## src/rtl/mem_stage_lsu_pkg.sv

```systemverilog
// mem_stage_lsu_pkg: funct3 access codes and LSU state encoding
package mem_stage_lsu_pkg;
    localparam logic [2:0] F3_B  = 3'b000;
    localparam logic [2:0] F3_H  = 3'b001;
    localparam logic [2:0] F3_W  = 3'b010;
    localparam logic [2:0] F3_BU = 3'b100;
    localparam logic [2:0] F3_HU = 3'b101;
    typedef enum logic [1:0] {IDLE = 2'd0, BUSY = 2'd1, DONE = 2'd2} state_t;
endpackage

```

## src/rtl/mem_stage_lsu_align.sv

```systemverilog
// lsu_align: access legality, store lane placement and load extract/extend
module lsu_align
    import mem_stage_lsu_pkg::*;
(
    input  logic [2:0]  funct3_i,
    input  logic        store_i,
    input  logic [1:0]  addr_lo_i,
    input  logic [31:0] wdata_i,
    output logic        legal_o,
    output logic [3:0]  be_o,
    output logic [31:0] wdata_o,
    input  logic [2:0]  ld_funct3_i,
    input  logic [1:0]  ld_addr_lo_i,
    input  logic [31:0] rdata_i,
    output logic [31:0] ld_data_o
);
    logic is_b, is_h;
    logic [7:0]  ld_b;
    logic [15:0] ld_h;
    assign is_b = funct3_i == F3_B;
    assign is_h = funct3_i == F3_H;
    assign legal_o = is_b ? 1'b1 :
                     is_h ? ~addr_lo_i[0] :
                     funct3_i == F3_W  ? addr_lo_i == 2'b00 :
                     funct3_i == F3_BU ? ~store_i :
                     funct3_i == F3_HU ? ~store_i & ~addr_lo_i[0] : 1'b0;
    assign be_o = !store_i ? 4'b1111 :
                  is_b ? 4'b0001 << addr_lo_i :
                  is_h ? 4'b0011 << {addr_lo_i[1], 1'b0} : 4'b1111;
    assign wdata_o = !store_i ? 32'h0 :
                     is_b ? {4{wdata_i[7:0]}} :
                     is_h ? {2{wdata_i[15:0]}} : wdata_i;
    assign ld_b = 8'(rdata_i >> {ld_addr_lo_i, 3'b000});
    assign ld_h = 16'(rdata_i >> {ld_addr_lo_i[1], 4'b0000});
    assign ld_data_o = ld_funct3_i == F3_B  ? {{24{ld_b[7]}}, ld_b} :
                       ld_funct3_i == F3_H  ? {{16{ld_h[15]}}, ld_h} :
                       ld_funct3_i == F3_BU ? {24'h0, ld_b} :
                       ld_funct3_i == F3_HU ? {16'h0, ld_h} : rdata_i;
endmodule

```

## src/rtl/mem_stage_lsu.sv

```systemverilog
// mem_stage_lsu: M-stage load/store unit driving a req/ack word bus
module mem_stage_lsu
    import mem_stage_lsu_pkg::*;
#(
    parameter int          ADDR_WIDTH      = 32,
    parameter logic [31:0] RESET_READ_DATA = 32'h0
) (
    input  logic                  clk,
    input  logic                  n_rst,
    input  logic [31:0]           ALUResultM,
    input  logic [31:0]           WriteDataM,
    input  logic [2:0]            funct3M,
    input  logic                  MemReadM,
    input  logic                  MemWriteM,
    input  logic                  FlushM,
    output logic                  dbus_req,
    output logic                  dbus_we,
    output logic [ADDR_WIDTH-1:0] dbus_addr,
    output logic [3:0]            dbus_be,
    output logic [31:0]           dbus_wdata,
    input  logic                  dbus_ack,
    input  logic [31:0]           dbus_rdata,
    output logic [31:0]           ReadDataM,
    output logic                  StallM,
    output logic                  MisalignM
);
    state_t state_q, state_d;
    logic [2:0]  f3_q;
    logic [1:0]  lo_q;
    logic        access, legal, launch;
    logic [3:0]  be;
    logic [31:0] wdata, ld_data;
    lsu_align u_align (
        .funct3_i    (funct3M),
        .store_i     (MemWriteM),
        .addr_lo_i   (ALUResultM[1:0]),
        .wdata_i     (WriteDataM),
        .legal_o     (legal),
        .be_o        (be),
        .wdata_o     (wdata),
        .ld_funct3_i (f3_q),
        .ld_addr_lo_i(lo_q),
        .rdata_i     (dbus_rdata),
        .ld_data_o   (ld_data)
    );
    assign access    = (MemReadM | MemWriteM) & ~FlushM;
    assign launch    = state_q == IDLE && access && legal;
    assign MisalignM = state_q == IDLE && access && !legal;
    assign StallM    = launch || state_q == BUSY;
    assign dbus_req  = state_q == BUSY;
    always_comb begin
        state_d = state_q == IDLE ? (launch ? BUSY : IDLE) :
                  state_q == BUSY ? (dbus_ack ? DONE : BUSY) : IDLE;
    end
    always_ff @(posedge clk or negedge n_rst) begin
        if (!n_rst) begin
            state_q    <= IDLE;
            dbus_we    <= 1'b0;
            dbus_addr  <= '0;
            dbus_be    <= 4'h0;
            dbus_wdata <= 32'h0;
            f3_q       <= 3'h0;
            lo_q       <= 2'h0;
            ReadDataM  <= RESET_READ_DATA;
        end else begin
            state_q <= state_d;
            if (launch) begin
                dbus_we    <= MemWriteM;
                dbus_addr  <= ADDR_WIDTH'({ALUResultM[31:2], 2'b00});
                dbus_be    <= be;
                dbus_wdata <= wdata;
                f3_q       <= funct3M;
                lo_q       <= ALUResultM[1:0];
            end
            if (state_q == BUSY && dbus_ack && !dbus_we)
                ReadDataM <= ld_data;
        end
    end
endmodule

```

## config.mk

```make
export PLATFORM = sky130hd
export DESIGN_NAME = mem_stage_lsu
export DESIGN_NICKNAME = d
export VERILOG_FILES = /design/src/rtl/mem_stage_lsu_pkg.sv /design/src/rtl/mem_stage_lsu_align.sv /design/src/rtl/mem_stage_lsu.sv
export SDC_FILE = /design/constraint.sdc
export NUM_CORES = 1
export LEC_CHECK = 0
export ABC_AREA = 1
export CORE_ASPECT_RATIO = 0.75
export CORE_MARGIN = 2
export CORE_UTILIZATION = 40
export DETAILED_ROUTE_END_ITERATION = 7
export GPL_TIMING_DRIVEN = 1
export PLACE_DENSITY = 0.79
export REMOVE_ABC_BUFFERS = 1
export SLEW_MARGIN = 25
export SYNTH_ARGS = -nofsm -noshare
export SYNTH_HDL_FRONTEND = slang
export SYNTH_HIERARCHICAL = 1
export SYNTH_SLANG_ARGS = --single-unit
```

## constraint.sdc

```tcl
create_clock -name clk -period 1.45 [get_ports clk]
set_input_delay 0.2175 -clock clk [delete_from_list [all_inputs] [get_ports clk]]
set_output_delay 0.2175 -clock clk [all_outputs]
set_load 0.02 [all_outputs]
```

# Word level (Yosys, flattened, before mapping)
# Index checks and enable logic that the tools add are counted.
[op_classes] eq_ne=8 n_shift=4 muxes=19 bitwise_logic=6 n_reduce_logical=12
[ops] cell="32-bit 2-to-1 mux" n=7
[ops] cell="32-bit by 5-bit >> shifter with 16-bit output" n=1
[ops] cell="32-bit by 5-bit >> shifter with 8-bit output" n=1
[ops] cell="3-bit == test, second input constant" n=4
[ops] cell="4-bit 2-to-1 mux" n=3
[ops] cell="3-bit by 1-bit == test with 1-bit output, second input constant" n=2
[ops] cell="3-bit zero test" n=2
[ops] cell="1-bit 2-to-1 mux" n=6
[ops] cell="2-bit 2-to-1 mux" n=3
[ops] cell="1-bit logical AND" n=5
[ops] cell="2-bit zero test" n=2
[ops] cell="1-bit by 2-bit left shift with 4-bit output, first input constant" n=1
[ops] cell="2-bit by 2-bit left shift with 4-bit output, first input constant" n=1
[ops] cell="3-bit by 2-bit == test with 1-bit output, second input constant" n=1
[ops] cell="1-bit NOT" n=3
[ops] cell="1-bit AND" n=2
[ops] cell="2-bit by 1-bit == test with 1-bit output, second input constant" n=1
[ops] cell="1-bit zero test" n=2
[ops] cell="1-bit logical OR" n=1
[ops] cell="1-bit bitwise OR" n=1
[totals] reg_bits=106 out_inout_bits=104 wordCells=57

# Logic depth before layout (Yosys ltp)
[logic_depth] ltp_word=10 mapped_depth=12 mapped_depth_nobuf=10

# Cells and area by module
# The synthesis kept the hierarchy.
[modules_own_cells] module="mem_stage_lsu" n_inst=1 cells_each=477 area_per_inst_um2=4376.7 seq_area_each_um2=2652.5
[modules_own_cells] module="lsu_align" n_inst=1 cells_each=331 area_per_inst_um2=1537.7 seq_area_each_um2=0.0

# Worst setup path before layout
# No wires, ideal clock.
[synth_path] kind="input -> output" from="input MemWriteM" to="output MisalignM" arrival_ns=1.513 path_slack_ns=-0.281 cell_stages=7 path_cell_list="buf_2 > clkinv_1 > o221ai_1 > o31ai_1 > buf_2 > buf_1 > nor2_1"
[synth_between] elab_chain_len=9 elab_cells_between_ends=12
[synth_rtl] item="start, declared" line="mem_stage_lsu.sv:14" rtl="input logic MemWriteM,"
[synth_rtl] item="1-bit NOT *" line="mem_stage_lsu_align.sv:25, mem_stage_lsu_align.sv:26"
[synth_rtl] item="1-bit AND" line="mem_stage_lsu_align.sv:26" rtl="funct3_i == F3_HU ? ~store_i & ~addr_lo_i[0] : 1'b0;"
[synth_rtl] item="1-bit 2-to-1 mux" line="mem_stage_lsu_align.sv:26"
[synth_rtl] item="1-bit 2-to-1 mux *" line="mem_stage_lsu_align.sv:25" rtl="funct3_i == F3_BU ? ~store_i :"
[synth_rtl] item="1-bit 2-to-1 mux *" line="mem_stage_lsu_align.sv:24" rtl="funct3_i == F3_W ? addr_lo_i == 2'b00 :"
[synth_rtl] item="1-bit 2-to-1 mux *" line="mem_stage_lsu_align.sv:23" rtl="is_h ? ~addr_lo_i[0] :"
[synth_rtl] item="1-bit 2-to-1 mux *" line="mem_stage_lsu_align.sv:22" rtl="assign legal_o = is_b ? 1'b1 :"
[synth_rtl] item="net legal" line="mem_stage_lsu.sv:30" rtl="logic access, legal, launch;"
[synth_rtl] item="1-bit zero test *" line="mem_stage_lsu.sv:48" rtl="assign MisalignM = state_q == IDLE && access && !legal;"
[synth_rtl] item="1-bit logical AND *" line="mem_stage_lsu.sv:48"
[synth_rtl] item="end, declared" line="mem_stage_lsu.sv:25" rtl="output logic MisalignM"
# Mark *: on every way through the listed nets, which the timed path passes. The rest lies on a longest branch.

# Final worst setup path
[layout_path] from="register state_q[0]" to="register ReadDataM[26]"
[layout_between] elab_chain_len=3
[layout_rtl] item="start, declared" line="mem_stage_lsu.sv:27" rtl="state_t state_q, state_d;"
[layout_rtl] item="start signal, assigned" line="mem_stage_lsu.sv:66" rtl="state_q <= state_d;"
[layout_rtl] item="2-bit by 1-bit == test with 1-bit output" line="mem_stage_lsu.sv:75" rtl="if (state_q == BUSY && dbus_ack && !dbus_we)"
[layout_rtl] item="1-bit logical AND (2 in a row)" line="mem_stage_lsu.sv:75"
[layout_rtl] item="end signal, assigned" line="mem_stage_lsu.sv:76" rtl="ReadDataM <= ld_data;"
[layout_rtl] item="end, declared" line="mem_stage_lsu.sv:23" rtl="output logic [31:0] ReadDataM,"
# Every way passes these cells.
# A chain may end at the register's enable or synchronous reset.

==> out/results.ini <==
[run_status]
status=finished with violations
violations=negative setup slack

[cells_and_area]
fillers=1245
drive_above_1_share_pct=21.4
finish.net_count=1166
layout_common_cells=nand2_1, dfrtp_1, dlygate4sd2_1
final_common_cell=nand2_1
synthToLayoutAreaGrowth_pct=62.0

[place]
numPortBuffers=206
post-place-ws_ns=-0.892
routabilityCongestion=0.907
dp_hpwl_um=13400

[drt]
viasPerCell=5.30
drt-total-wl_um=21600
detail_route.first_pass.iterations=7
drt-initial-drc-count=609
num_vias=6715
routedWlPerCell_um=17.0
drc=0
ant_nets=0

[power_and_ir_drop]
finalPower_uw=14600
powerDensity_nw_per_um2=1520
p_leak_uw=0.00504
ir_drop_uv=703

[clock_network]
cts_buffers=9
htreeDepth=3
cts_buffer_depth=2
cts_tree=done
clock_latency_ns=0.36
clk_pin_slew_ns=0.08
cts_root_buf=clkbuf_16
cts_num_sinks=106

[yosys]
avgSynthCellArea_um2=7.32
synth_top_area_share_pct=44.8
synth.area.mux_share_pct=0
synth_fa_ha_area_share_pct=0
synthTopCellsByArea=dfrtp_1, nand2_1, nand4_1
synthSimpleGateAreaFrac_pct=31.2
synth_top_family_by_area=simple AND/OR/NAND/NOR gates
yosys_warnings=6
syn-cell-area_um2=5910
yosys_register_bits=106
synthCells=808
synth_cell_type_count=34
synthXorXnorAreaFrac_pct=0
synth_top_area_cell=dfrtp_1
synth-compound-area-share_pct=12.0
ys_seq_area_share_pct=44.8

[worst_setup_path]
critPathLaunch=state_q[0]$_DFF_PN0_
reg2reg_to=ReadDataM[26]$_DFFE_PN0P_
crit_top_cell=buf_6
slowest_stage=dfrtp_1
r2r_start=state_q[0]$_DFF_PN0_
critPathCaptureType=flip-flop
r2r_cells=10
cp_slowest_stage_delay_ns=0.42
worstPathCellList=buf_6, inv_2, nor2_4, buf_6, buf_6, nand3_4, buf_12, clkbuf_16, nand2_2, o21ai_1
cp_max_fo=6
critPathKind=reg2reg
reg2reg_setup_slack_ns=-0.10
critical_path_required_ns=1.69
cp_data_arrival_time_ns=1.79
startpoint_type=flip-flop

[timing]
max_freq_mhz=644
finalCritPeriodShare_pct=107
slew_violations=0
setup_viol=36
hold_viol=0
setup_ws_ns=-0.102
min_period_ns=1.55
rsz0062_at_grt=yes
fin_skew_ns=0.0105
final.setup.tns_ns=-1.98

[global_routing]
grt_util_all_layers_pct=25.0
grt_max_degree=65
antenna_found_initial=1
grt_pass1_vias=6281
grt_pass1_wl_um=31100
overflow=0

[worst_hold_path]
hold_end=f3_q[2]$_DFFE_PN0P_
hp-start=funct3M[2]
hold_depth=4
worstHoldPathType=in2reg

[floorplan]
die_x_um=144
die_y_um=109
die_area_um2=15800
row_count=38
boundaryPins=209
start_util_pct=40.9
coreArea_um2=14500

[run]
cap_violations=0

[flip-flops by register name (all words and copies together), names as in the netlist]
name and count:
dbus_addr 30, dbus_we 1, state_q 2, ReadDataM 32, f3_q 3, dbus_wdata 32, lo_q 2, dbus_be 4
[area by class of cell]
cell class / count / area [um2] / area share [%]
Timing Repair Buffer: 294 / 3000 / 31.3
Multi-Input combinational cell: 550 / 2970 / 31.0
Sequential cell: 106 / 2660 / 27.7
Clock buffer: 9 / 225 / 2.35
Inverter: 100 / 390 / 4.07
Antenna cell: 1 / 2.50 / 0.0261
Clock inverter: 7 / 88.8 / 0.927
Tap cell: 200 / 250 / 2.61
[logic make-up (layout without fill, tap and decap cells)]
family,count (synthesis),after routing
AO/OA/AOI/OAI,125,125
buffers and inverters,153,410
flip-flops,106,106
other,1,3
AND/OR/NAND/NOR,423,423
[cells in the mapped netlist]
cell type / number
o31ai_1: 1
dfrtp_1: 106
clkinv_1: 1
a31oi_1: 7
o221ai_1: 1
o21ai_2: 9
inv_4: 1
nand3_1: 21
nor2_2: 2
o21ai_1: 35
buf_4: 6
o211ai_1: 8
o211ai_2: 1
buf_2: 28
o21ai_0: 30
nor2_1: 32
nand4_1: 73
inv_1: 93
nand2_2: 1
clkbuf_1: 6
nand2_1: 288
a21oi_1: 30
nor2_4: 4
nand2_4: 1
inv_6: 1
buf_12: 1
o22ai_1: 1
nand3_2: 1
buf_1: 6
buf_6: 6
a21oi_2: 1
a211oi_1: 1
conb_1: 1
inv_2: 4
[per-layer routing]
metal,vias to the layer above,track usage [%],wire [um]
li1,3119,-,-
met1,3175,31.6,8530
met2,371,41.2,10200
met3,50,7.27,2190
met4,0,8.60,679
met5,-,0,0
[worst max-delay path, delay by kind of cell, from the launching register on]
| family | cells | cell delay (ns) |
|---|---|---|
| buffers and inverters | 6 | 0.69 |
| flip-flops | 1 | 0.42 |
| AND/OR/NAND/NOR | 3 | 0.26 |
| AO/OA/AOI/OAI | 1 | 0.07 |
[worst max-delay path by stage]
stage	to	slack, ns	depth (start not counted)
after floorplan	StallM	-6.50	5
after global placement	MisalignM	-0.81	6
after detailed placement	MisalignM	-0.89	6
after CTS	StallM	-0.10	4
after global routing	StallM	-0.18	4
final	ReadDataM[26]$_DFFE_PN0P_	-0.10	10
[report_power, final]
| part | internal, uW | total (uW) | switching (uW) |
|---|---|---|---|
| combinational | 3050 | 7350 | 4300 |
| sequential | 3920 | 4660 | 734 |
| clock | 1260 | 2580 | 1320 |
[timing repair]
action | 4_1_cts | 5_1_grt
setup endpoints to repair | 207 | 97
pin swaps | 11 | 17
resized for setup | 163 | 112
setup buffers | 6 | 3
hold endpoints to repair | 20 | 0
gates cloned | 2 | 11
hold buffers | 1 | 0
[stage by stage]
stage          area, um2  hold slack, ns  cells  util (%)
2_1_floorplan       5600         -0.0781    756         -
3_3_place_gp        8530           0.145   1227      59.0
3_5_place_dp        8530           0.141   1227      59.0
4_1_cts             8960           0.313   1252      62.0
5_1_grt             9580           0.318   1266      66.3
6_report            9580           0.288   1267      66.3
Note: power is estimated with default switching activity, not from simulation.
